### src/rtl/instr_fetch_unit_pkg.sv
// Shared CPU types and constants for the instruction fetch path.
package cpu_pkg;

  localparam int XLEN = 32;

  // Fetch PC loaded out of reset unless the instantiating core overrides it.
  localparam logic [XLEN-1:0] DEFAULT_RESET_PC = 32'h0000_0000;

  // One buffered instruction together with the PC it was fetched from.
  typedef struct packed {
    logic [XLEN-1:0] pc;
    logic [XLEN-1:0] instr;
  } fetch_entry_t;

endpackage

### src/rtl/instr_fetch_unit_if.sv
// Instruction memory request/response channel plus the decode-side stream.
// master = the fetch unit, slave = memory and decode together.
interface instr_fetch_unit_if;
  import cpu_pkg::*;

  logic            imem_req_valid;
  logic            imem_req_ready;
  logic [XLEN-1:0] imem_req_addr;
  logic            imem_rsp_valid;
  logic [XLEN-1:0] imem_rsp_data;
  logic            out_valid;
  logic            out_ready;
  logic [XLEN-1:0] out_pc;
  logic [XLEN-1:0] out_instr;

  modport master (
    output imem_req_valid,
    output imem_req_addr,
    input  imem_req_ready,
    input  imem_rsp_valid,
    input  imem_rsp_data,
    output out_valid,
    output out_pc,
    output out_instr,
    input  out_ready
  );

  modport slave (
    input  imem_req_valid,
    input  imem_req_addr,
    output imem_req_ready,
    output imem_rsp_valid,
    output imem_rsp_data,
    input  out_valid,
    input  out_pc,
    input  out_instr,
    output out_ready
  );

endinterface

### src/rtl/instr_fetch_unit_fifo.sv
// Synchronous FIFO of fetch entries. The head is read straight from the
// storage registers, so a pushed entry is visible the cycle after the push.
// flush empties the FIFO in one cycle and overrides push/pop.
module fetch_fifo
  import cpu_pkg::*;
#(
  parameter int DEPTH = 4
) (
  input  logic                        clk,
  input  logic                        rst,
  input  logic                        push,
  input  logic                        pop,
  input  logic                        flush,
  input  fetch_entry_t                wdata,
  output logic [$clog2(DEPTH+1)-1:0]  count,
  output fetch_entry_t                head
);

  localparam int AW = $clog2(DEPTH);
  localparam int CW = $clog2(DEPTH + 1);
  localparam logic [CW-1:0] FULL = CW'(DEPTH);

  fetch_entry_t  mem [DEPTH];
  logic [AW-1:0] wr_ptr;
  logic [AW-1:0] rd_ptr;
  logic          do_push;
  logic          do_pop;

  if ((DEPTH < 2) || ((DEPTH & (DEPTH - 1)) != 0)) begin : g_bad_depth
    $error("fetch_fifo: DEPTH must be a power of two and at least 2");
  end

  assign do_push = push & ~flush & (count != FULL);
  assign do_pop  = pop  & ~flush & (count != '0);

  // Storage; cleared on reset so the head fields read zero while empty.
  always_ff @(posedge clk or posedge rst) begin
    if (rst) begin
      for (int i = 0; i < DEPTH; i++) begin
        mem[i] <= '0;
      end
    end else if (do_push) begin
      mem[wr_ptr] <= wdata;
    end
  end

  // Pointers and occupancy; pointers wrap naturally since DEPTH is 2^AW.
  always_ff @(posedge clk or posedge rst) begin
    if (rst) begin
      wr_ptr <= '0;
      rd_ptr <= '0;
      count  <= '0;
    end else if (flush) begin
      wr_ptr <= '0;
      rd_ptr <= '0;
      count  <= '0;
    end else begin
      if (do_push) wr_ptr <= wr_ptr + 1'b1;
      if (do_pop)  rd_ptr <= rd_ptr + 1'b1;
      case ({do_push, do_pop})
        2'b10:   count <= count + 1'b1;
        2'b01:   count <= count - 1'b1;
        default: count <= count;
      endcase
    end
  end

  assign head = mem[rd_ptr];

endmodule

### src/rtl/instr_fetch_unit.sv
// Fetch side of the instruction address path: owns the fetch PC, issues
// word requests to instruction memory under a credit limit, tags in-order
// responses with their PC, buffers them and streams {pc, instr} to decode.
// A redirect flushes the buffer and marks every surviving in-flight request
// stale so its response is dropped on arrival.
module instr_fetch_unit
  import cpu_pkg::*;
#(
  parameter logic [XLEN-1:0] RESET_PC = DEFAULT_RESET_PC,
  parameter logic [XLEN-1:0] PC_INC   = 32'd1,
  parameter int              DEPTH    = 4
) (
  input  logic                 clk,
  input  logic                 rst,
  input  logic                 fetch_en,
  input  logic                 redirect_valid,
  input  logic [XLEN-1:0]      redirect_pc,
  instr_fetch_unit_if.master   bus
);

  localparam int CW = $clog2(DEPTH + 1);
  localparam logic [CW:0] DEPTH_W = (CW + 1)'(DEPTH);

  logic [XLEN-1:0] fetch_pc;
  logic [XLEN-1:0] rsp_pc;
  logic [CW-1:0]   outstanding;
  logic [CW-1:0]   discard;
  logic [CW-1:0]   count;
  logic [CW:0]     credit_used;
  logic            req_fire;
  logic            rsp_take;
  logic            push;
  logic            pop;
  fetch_entry_t    wdata;
  fetch_entry_t    head;

  // Every request in flight or sitting in the buffer holds one slot, so a
  // response can always be pushed without checking for room.
  assign credit_used = {1'b0, outstanding} + {1'b0, count};

  assign bus.imem_req_valid = ~rst & fetch_en & ~redirect_valid & (credit_used < DEPTH_W);
  assign bus.imem_req_addr  = fetch_pc;
  assign req_fire           = bus.imem_req_valid & bus.imem_req_ready;

  // A response with nothing outstanding is a memory protocol error; ignore
  // it rather than wrap the counter.
  assign rsp_take = bus.imem_rsp_valid & (outstanding != '0);
  assign push     = rsp_take & ~redirect_valid & (discard == '0);
  assign pop      = bus.out_valid & bus.out_ready & ~redirect_valid;
  assign wdata    = '{pc: rsp_pc, instr: bus.imem_rsp_data};

  // Fetch PC: redirect wins, otherwise advance on each accepted request.
  always_ff @(posedge clk or posedge rst) begin
    if (rst) begin
      fetch_pc <= RESET_PC;
    end else if (redirect_valid) begin
      fetch_pc <= redirect_pc;
    end else if (req_fire) begin
      fetch_pc <= fetch_pc + PC_INC;
    end
  end

  // Response PC tag: tracks the PC of the next response that will be kept.
  always_ff @(posedge clk or posedge rst) begin
    if (rst) begin
      rsp_pc <= RESET_PC;
    end else if (redirect_valid) begin
      rsp_pc <= redirect_pc;
    end else if (push) begin
      rsp_pc <= rsp_pc + PC_INC;
    end
  end

  // Outstanding requests; no issue happens on a redirect cycle so req_fire
  // is already zero there.
  always_ff @(posedge clk or posedge rst) begin
    if (rst) begin
      outstanding <= '0;
    end else begin
      outstanding <= outstanding + CW'(req_fire) - CW'(rsp_take);
    end
  end

  // Stale-response counter: on redirect everything still in flight after
  // this cycle is stale; afterwards each dropped response retires one.
  always_ff @(posedge clk or posedge rst) begin
    if (rst) begin
      discard <= '0;
    end else if (redirect_valid) begin
      discard <= outstanding - CW'(rsp_take);
    end else if (rsp_take && (discard != '0)) begin
      discard <= discard - 1'b1;
    end
  end

  fetch_fifo #(
    .DEPTH (DEPTH)
  ) u_fifo (
    .clk   (clk),
    .rst   (rst),
    .push  (push),
    .pop   (pop),
    .flush (redirect_valid),
    .wdata (wdata),
    .count (count),
    .head  (head)
  );

  assign bus.out_valid = (count != '0);
  assign bus.out_pc    = head.pc;
  assign bus.out_instr = head.instr;

  a_rsp_has_request: assert property (@(posedge clk) disable iff (rst)
    bus.imem_rsp_valid |-> (outstanding != '0));

  a_discard_bounded: assert property (@(posedge clk) disable iff (rst)
    discard <= outstanding);

  a_credit_bounded: assert property (@(posedge clk) disable iff (rst)
    credit_used <= DEPTH_W);

endmodule
### src/flat_wrapper.sv
// flat-port wrapper written by rule: the top's interface ports become plain ports
module instr_fetch_unit_flat import cpu_pkg::*;
#(
  parameter logic [XLEN-1:0] RESET_PC = DEFAULT_RESET_PC,
  parameter logic [XLEN-1:0] PC_INC   = 32'd1,
  parameter int              DEPTH    = 4
)
  (clk, rst, fetch_en, redirect_valid, redirect_pc, bus_imem_req_valid, bus_imem_req_addr, bus_imem_req_ready, bus_imem_rsp_valid, bus_imem_rsp_data, bus_out_valid, bus_out_pc, bus_out_instr, bus_out_ready);
  instr_fetch_unit_if bus_i ();
  input  logic clk;
  input  logic rst;
  input  logic fetch_en;
  input  logic redirect_valid;
  input  logic [XLEN-1:0] redirect_pc;
  output wire logic [$bits(bus_i.imem_req_valid)-1:0] bus_imem_req_valid;
  output wire logic [$bits(bus_i.imem_req_addr)-1:0] bus_imem_req_addr;
  input wire logic [$bits(bus_i.imem_req_ready)-1:0] bus_imem_req_ready;
  input wire logic [$bits(bus_i.imem_rsp_valid)-1:0] bus_imem_rsp_valid;
  input wire logic [$bits(bus_i.imem_rsp_data)-1:0] bus_imem_rsp_data;
  output wire logic [$bits(bus_i.out_valid)-1:0] bus_out_valid;
  output wire logic [$bits(bus_i.out_pc)-1:0] bus_out_pc;
  output wire logic [$bits(bus_i.out_instr)-1:0] bus_out_instr;
  input wire logic [$bits(bus_i.out_ready)-1:0] bus_out_ready;
  assign bus_imem_req_valid = bus_i.imem_req_valid;
  assign bus_imem_req_addr = bus_i.imem_req_addr;
  assign bus_i.imem_req_ready = bus_imem_req_ready;
  assign bus_i.imem_rsp_valid = bus_imem_rsp_valid;
  assign bus_i.imem_rsp_data = bus_imem_rsp_data;
  assign bus_out_valid = bus_i.out_valid;
  assign bus_out_pc = bus_i.out_pc;
  assign bus_out_instr = bus_i.out_instr;
  assign bus_i.out_ready = bus_out_ready;
  instr_fetch_unit #(.RESET_PC(RESET_PC), .PC_INC(PC_INC), .DEPTH(DEPTH)) u_core (.clk(clk), .rst(rst), .fetch_en(fetch_en), .redirect_valid(redirect_valid), .redirect_pc(redirect_pc), .bus(bus_i));
endmodule
### config.mk
export PLATFORM = sky130hd
export DESIGN_NAME = instr_fetch_unit_flat
export DESIGN_NICKNAME = d
export VERILOG_FILES = /design/src/rtl/instr_fetch_unit_pkg.sv /design/src/rtl/instr_fetch_unit_if.sv /design/src/rtl/instr_fetch_unit_fifo.sv /design/src/rtl/instr_fetch_unit.sv /design/src/flat_wrapper.sv
export SDC_FILE = /design/constraint.sdc
export NUM_CORES = 1
export LEC_CHECK = 0
export ABC_AREA = 1
export BUFFER_PORTS_ARGS = -buffer_cell sky130_fd_sc_hd__buf_2
export CORE_UTILIZATION = 40
export DETAILED_ROUTE_END_ITERATION = 16
export SYNTH_ARGS = -nofsm -noshare
export SYNTH_HDL_FRONTEND = slang
export SYNTH_HIERARCHICAL = 1
export SYNTH_SLANG_ARGS = --single-unit
export TNS_END_PERCENT = 50
### constraint.sdc
create_clock -name clk -period 17.1 [get_ports clk]
set_input_delay 3.42 -clock clk [delete_from_list [all_inputs] [get_ports clk]]
set_output_delay 3.42 -clock clk [all_outputs]
set_load 0.1 [all_outputs]
After elaboration in Yosys (flattened, before gate mapping):

Index checks and enable logic that the tools add are counted.

* logic and storage cells: 80
* output and inout bits: 98
* input port bits: 71
* flip-flop bits (word level): 333

* mux-type cells: 18
* equality and inequality tests: 3
* reductions and logical operators: 12
* bitwise logic cells: 17
* $add $sub $neg: 11
* order comparisons: 4

Operators by type and width (count)
* bitwise mux 256 bit: 1
* 2-to-1 mux 64 bit: 3
* binary-select mux 64 bit (select 2 bit): 1
* demux 64 bit (select 2 bit): 1
* 2-to-1 mux 32 bit: 4
* adder 32 x 1 -> 32 bit (second input constant): 2
* AND 1 bit: 13
* nonzero test 3 bit: 4
* nonzero test 2 bit: 5
* 2-to-1 mux 3 bit: 3
* 2-to-1 mux 2 bit: 4
* >= comparator 3 bit (second input constant): 2
* inverter 2 -> 3 bit: 2
* case mux 3 bit (2 select lines): 1
* subtractor 3 x 1 -> 3 bit: 2
* subtractor 3 x 1 -> 3 bit (second input constant): 2
* adder 2 x 1 -> 2 bit (second input constant): 2
* adder 3 x 3 -> 4 bit: 1
* < comparator 4 x 3 -> 1 bit (second input constant): 1
* adder 3 x 1 -> 3 bit: 1
* adder 3 x 1 -> 3 bit (second input constant): 1
* zero test 3 bit: 1
* < comparator 3 x 1 -> 1 bit (second input constant): 1
* != test 3 bit (second input constant): 1
* other kinds (4): 6

Depth between registers and ports, before layout:

Gate-level depths: netlist of the first run.

* word-level depth: 9
* gate-level depth with buffers: 20

Hierarchy:

The synthesis of the first run kept the hierarchy.

By module, submodules not included
* fetch_fifo: cells each 1534, area an instance 12300.5 sq um, sequential area each 6581.3 sq um, times used 1
* instr_fetch_unit: cells each 755, area an instance 5031.1 sq um, sequential area each 1751.7 sq um, times used 1

Worst setup path after synthesis of the first run:

OpenSTA, ideal clock, no wires.

* path kind: input to output
* from: input rst
* to: output bus_imem_req_valid
* buffers on the path: 0
* setup slack: 7.962 ns
* data required time: 13.680 ns
* stages on the path: 3
* data arrival time: 5.718 ns
* cell sequence: inv_1 nand3_2 nor2_4

* word-level cells in the longest chain between the ends: 4

Ends and longest elaborated chain
* from (decl): line flat_wrapper.sv:11 `input logic rst;`
* inverter 1 bit: line instr_fetch_unit.sv:41 `assign bus.imem_req_valid = ~rst & fetch_en & ~redirect_valid & (credit_used < DEPTH_W);`
* AND 1 bit (3 in a row): line instr_fetch_unit.sv:41
* to (decl): line flat_wrapper.sv:15 `output wire logic [$bits(bus_i.imem_req_valid)-1:0] bus_imem_req_valid;`

Every way passes these cells.

Final worst setup path of the first run:

Ends and elaborated chain as after synthesis.

==> impl_metrics.tcl, run 1 <==
set metrics [dict create \
    cts_root_buf "clkbuf_16" \
    synthToLayoutAreaGrowth_pct 13.36 \
    crit_type "primary input to primary output" \
    fin_cells 2979 \
    synth_xor_area_share_pct 1.112 \
    ys.flop_type "dfrtp_1" \
    synth_fa_ha_area_share_pct 1.242 \
    grt_pass1_wl_mm 83.10 \
    synthMostInstantiatedCell "nand2_1" \
    drv_slew 0 \
    leakagePower_nw 10.44 \
    drc_errors 0 \
    startpoint_type "primary input" \
    setup_viol 0 \
    synth_mux_area_share_pct 0 \
    pwr_density_cell_mw_per_mm2 160.1 \
    grt_max_degree 155 \
    rows 75 \
    path_cells "buf_2, inv_2, buf_4, nand3_2, nor2_4, buf_2" \
    crit_top_cell "buf_2" \
    cts_buffers 38 \
    cts_hold_buf 0 \
    dieHeight_um 210.2 \
    hold_class "flip-flop to flip-flop" \
    drt_iter0_drc 1441 \
    antenna_cells 0 \
    h-tree-depth 2 \
    tns_ns 0 \
    cts_resized 0 \
    cts_tree "done" \
    max_stage_delay_ns 0.69 \
    post_cts_buffers 0 \
    slowest_stage "buf_4" \
    globalplace.congestion 0.8775 \
    clock_path_buffers 3 \
    hold_viol 0 \
    avgSynthCellArea_sq_um 7.572 \
    fin_skew_ns 0.02023 \
    synth_seq_cells 333 \
    crit_family "buffers and inverters" \
    ant_nets 0 \
    rsz0062_at_grt "no" \
    grt_usage_pct 23.65 \
    die_w_um 210.2 \
    path_buf_inv 4 \
    yosysTopAreaCell "dfrtp_1" \
    synth_area_leaders "dfrtp_1 (48%), nand2_1 (17%), o21ai_0 (11%)" \
    core_sq_mm 0.04232 \
    synth_nets 2376 \
    layout-drive-gt1-share_pct 12.61 \
    vias_per_cell 5.302 \
    cts.reportedPaths.clkPinSlew_ns 0.06 \
    grt_pass1_vias 15200 \
    cap_violations 0 \
    placedCellCount 2910 \
    clock.fmax_mhz 117.6 \
    tightest_slew_ns 1.176 \
    synth_top_area_share_pct 48.08 \
    crit_arrival_ns 5.08 \
    wl_mm 52.35 \
    start_util_pct 40.95 \
    ys_seq_area_share_pct 48.08 \
    crit_fanout 71 \
    cp-end-kind "primary output" \
    ir_worst_vdd_v 0.0001013 \
    postSynthCellCount 2289 \
    post-route-period-util_pct 49.72 \
    relSlewSlack_pct 21.58 \
    post_drt_wl_per_cell_um 17.57 \
    synth-compound-area-share_pct 15.87 \
    synth_edf_count 0 \
    yosys_warnings 6 \
    dpl_worst_slack_ns 8.473 \
    worst_slack_ns 8.598 \
    antenna_found_initial 1 \
    nets 2460 \
    clock_latency_ns 0.55 \
    syn_area_sq_mm 0.01733 \
    synth_simple_gate_area_share_pct 26.93 \
    r2r_slack_ns 13.20 \
    boundaryPins 169 \
    status "completed" \
    ys_types 40 \
    first_pass_iters 7 \
    finalCriticalPeriod_ns 8.502 \
    ys_top_cells_by_count "nand2_1 (785), o21ai_0 (394), dfrtp_1 (333)" \
    grt.overflow.total 0 \
    hpwl_mm 30.10 \
    vias 15790 \
    async_flop_share_pct 100.0 \
    port_buffers 168 \
    synth_top_family_by_area "simple AND/OR/NAND/NOR gates" \
    cp.required_ns 13.68 \
    power_mw 3.145 \
    die-area_sq_mm 0.04417 \
    clock_sinks 333 \
    fill_cells 4291 \
]
worst min-delay path, delay by kind of cell (launching register included):
kind	cells	cell delay [ns]
DFF	1	0.33
AOI/OAI and AO/OA	1	0.06
and+or+nand+nor	1	0.05
worst paths after layout:
path | startpoint | endpoint | cells after the start
setup / recovery | rst | bus_imem_req_valid | 6
hold / removal | u_core/u_fifo/mem[180] | u_core/u_fifo/mem[180] | 2
setup reg to reg | u_core/outstanding[1] | u_core/u_fifo/mem[233] | 11
hold reg to reg | u_core/u_fifo/mem[180] | u_core/u_fifo/mem[180] | 2
max in group asynchronous | rst | u_core/u_fifo/mem[134] | 4
min in group asynchronous | rst | u_core/u_fifo/count[0] | 2
stage by stage:
stage,utilization (%),hold WS [ns],instance area [sq um]
4_1_cts,46.42,0.4768,19650
3_5_place_dp,43.26,0.4636,18310
6_report,46.42,0.4749,19650
3_3_place_gp,43.26,0.4565,18310
5_1_grt,46.42,0.5022,19650
2_1_floorplan,-,0.4406,17330
report_power, final:
group	internal [mW]	switching (mW)	total [mW]
Combinational	0.217	1.05	1.27
Sequential	0.906	0.111	1.02
Clock	0.522	0.336	0.858
kinds of logic (layout without fill, tap and decap cells):
kind of cell | after synthesis | after routing
and+or+nand+nor | 1135 | 1135
buffers and inverters | 259 | 372
AOI/OAI and AO/OA | 524 | 524
xor gates and xnor gates | 22 | 22
adders and majority gates | 16 | 16
DFF | 333 | 333
final cells by class:
class	instances	area (sq um)	area share (%)
Inverter	121	466.7	2.375
Sequential cell	333	8338	42.44
Clock buffer	57	1174	5.973
Clock inverter	12	165.2	0.8406
Multi-Input combinational cell	1697	7836	39.88
Tap cell	577	721.9	3.674
Timing Repair Buffer	182	945.9	4.814
per-layer routing:
metal,vias up,wire length (um),track usage (%)
li1,7618,-,-
met1,7615,23590,32.38
met2,477,24260,38.54
met3,82,3051,3.218
met4,2,1438,8.004
met5,-,14,0
placed cells by master (no fill, tap or decap), types with 12 or more instances in the layout:
master     count
dfrtp_1      331
xnor2_1       12
inv_1        103
clkbuf_8      13
o211ai_1      13
o22ai_1       64
buf_4         14
nand3_1       91
ha_1          14
buf_2        168
nor2_2        12
nor3_1        18
o21ai_0      394
nand2_1      785
nor2_1       188
clkbuf_16     39
a21oi_1       12
o21ai_1       35
sequential cells by signal, summed over array words and instances, names as in the netlist:
register,count
u_core/u_fifo/mem,256
u_core/bus.imem_req_addr,32
u_core/rsp_pc,32
u_core/discard,3
u_core/outstanding,3
u_core/u_fifo/count,3
u_core/u_fifo/rd_ptr,2
u_core/u_fifo/wr_ptr,2
No activity file was read; power rests on OpenSTA's default activity.
==> run 2, diff against run 1 <==
Clock period 17.1 ns to 7.1 ns, I/O delays scaled along.
==> run 2 against run 1 <==
Combinational power increased by 140%. Routed wire length about the same. Power increased by 140%. Via count decreased by 0.34%. Worst setup slack got worse by 6.2 ns. Sequential power increased by 140%. Count of clock-buffer cells in the layout decreased by 5. Flip-flop and latch count unchanged. Critical path depth unchanged. Largest cell class unchanged.
==> impl_metrics.tcl, run 2 (same netlist as run 1, synthesis figures left out) <==
set metrics [dict create \
    hpwl_mm 30.01 \
    crit_fanout 65 \
    fill_cells 4321 \
    grt.overflow.total 0 \
    ir_worst_vdd_v 0.0003042 \
    largest_reg_flops 256 \
    crit_arrival_ns 3.29 \
    placedCellCount 2910 \
    drv_slew 0 \
    fin_cells 2979 \
    drt_iter0_drc 1469 \
    clock_sinks 333 \
    hold_start "u_core/u_fifo/mem[189]" \
    leakagePower_nw 10.42 \
    hold_class "flip-flop to flip-flop" \
    p_seq_share_pct 32.5 \
    slowest_stage "buf_4" \
    nets 2461 \
    ant_nets 0 \
    cts_resized 0 \
    hold_viol 0 \
    crit_type "flip-flop to primary output" \
    boundaryPins 169 \
    grt_pass1_wl_mm 84.12 \
    startpoint_type "flip-flop" \
    clock_path_buffers 3 \
    max_stage_delay_ns 0.62 \
    path_buf_inv 4 \
    setup_viol 0 \
    grt_pass1_vias 15500 \
    crit_family "buffers and inverters" \
    pwr_density_cell_mw_per_mm2 385.3 \
    cp-end-kind "primary output" \
    status "completed" \
    clock_latency_ns 0.56 \
    regMostFlops "u_core/u_fifo/mem" \
    vias_per_cell 5.284 \
    relSlewSlack_pct 19.79 \
    layout-drive-gt1-share_pct 12.57 \
    start_util_pct 40.95 \
    placed_cell_area_sq_mm 0.01832 \
    crit_top_cell "buf_4" \
    crit_start "u_core/u_fifo/rd_ptr[1]" \
    antenna_cells 0 \
    cts_buffers 39 \
    path_cells "buf_4, inv_2, buf_4, o21ai_0, o22ai_1, buf_2" \
    post-route-period-util_pct 66.34 \
    layout_common_cells "nand2_1 (785), o21ai_0 (394), dfrtp_1 (331)" \
    cp.required_ns 5.68 \
    drc_errors 0 \
    dieHeight_um 210.2 \
    die_w_um 210.2 \
    port_buffers 168 \
    layout_commonest_cell "nand2_1" \
    h-tree-depth 2 \
    post_cts_buffers 0 \
    core_sq_mm 0.04232 \
    cts_hold_buf 0 \
    grt_max_degree 179 \
    clock_power_share_pct 27.2 \
    tns_ns 0 \
    synthToLayoutAreaGrowth_pct 13.25 \
    cts_tree "done" \
    die-area_sq_mm 0.04417 \
    fin_skew_ns 0.02266 \
    globalplace.congestion 0.8720 \
    first_pass_iters 5 \
    cts.reportedPaths.clkPinSlew_ns 0.06 \
    regToRegStartpoint "u_core/outstanding[1]" \
    design_area_sq_mm 0.01963 \
    post_drt_wl_per_cell_um 17.56 \
    p_sw_share_pct 47.95 \
    wl_mm 52.30 \
    pwr-share-comb_pct 40.4 \
    grt_usage_pct 23.93 \
    clock.fmax_mhz 212.3 \
    antenna_found_initial 0 \
    cellInternalPower_mw 3.937 \
    vias 15740 \
    finalCriticalPeriod_ns 4.710 \
    tightest_slew_ns 1.203 \
    power.switching_mw 3.626 \
    rsz0062_at_grt "no" \
    rows 75 \
    cap_violations 0 \
    cts_root_buf "clkbuf_16" \
]
run 2: cell count changes in the layout (fill, tap and decap cells not counted):
cell,before,now
clkbuf_8,13,7
clkinvlp_4,0,4
clkinv_2,7,10
clkinv_4,2,0
buf_12,0,1
buf_4,14,13
bufinv_16,3,4
clkbuf_1,5,6
inv_8,1,0
run 2: cell type report:
class                   count  area, sq um  area share, %
clock buffers              52         1095          5.578
clock inverters            17        215.2          1.096
inverters                 121        462.9          2.359
multi-input cells        1697         7836          39.92
flip-flops and latches    333         8338          42.48
well taps                 577        721.9          3.678
repair buffers            182        958.4          4.883
run 2: power by group through the flow:
stage | Combinational (mW) | Clock [mW] | Sequential (mW)
6_report | 3.05 | 2.05 | 2.45
5_1_grt | 3.24 | 2.19 | 2.50
4_1_cts | 3.07 | 2.11 | 2.45
3_5_place_dp | 3.07 | 0 | 2.48
3_3_place_gp | 3.04 | 0 | 2.47
2_1_floorplan | 2.39 | 0 | 2.56
run 2: worst paths after layout:
check | end | cells after the start | slack (ns)
worst max-delay path | bus_out_pc[15] | 6 | 2.39
worst max register to register | u_core/u_fifo/mem[72] | 10 | 3.34
worst min register to register | u_core/u_fifo/mem[189] | 2 | 0.47
min in group asynchronous | u_core/u_fifo/mem[160] | 2 | 0.86
max in group asynchronous | u_core/u_fifo/rd_ptr[0] | 3 | 4.94
worst min-delay path | u_core/u_fifo/mem[189] | 2 | 0.47
run 2: per-stage QoR:
stage	utilization, %	worst slack (ns)	hold slack (ns)	power, mW
final	46.38	2.390	0.4742	7.563
after global routing	46.38	2.213	0.5031	7.930
after CTS	46.38	2.329	0.4764	7.632
after detailed placement	43.28	2.321	0.4636	5.552
after global placement	43.28	2.403	0.4591	5.517
after floorplan	-	1.962	0.4406	4.951
run 2: worst reg2reg max path: cells and delay by family, from the launching register on:
family / cells / cell delay [ns]
AND/OR/NAND/NOR: 7 / 2.76
AO/OA/AOI/OAI: 1 / 0.24
buffers and inverters: 2 / 0.26
flip-flops: 1 / 0.44
run 2: routing by layer:
layer / vias to the layer above / global-route usage, % / routed length (um)
li1: 7623 / - / -
met1: 7513 / 32.19 / 23010
met2: 515 / 39.63 / 24630
met3: 89 / 3.054 / 3173
met4: 0 / 8.457 / 1488
met5: - / 0 / 0
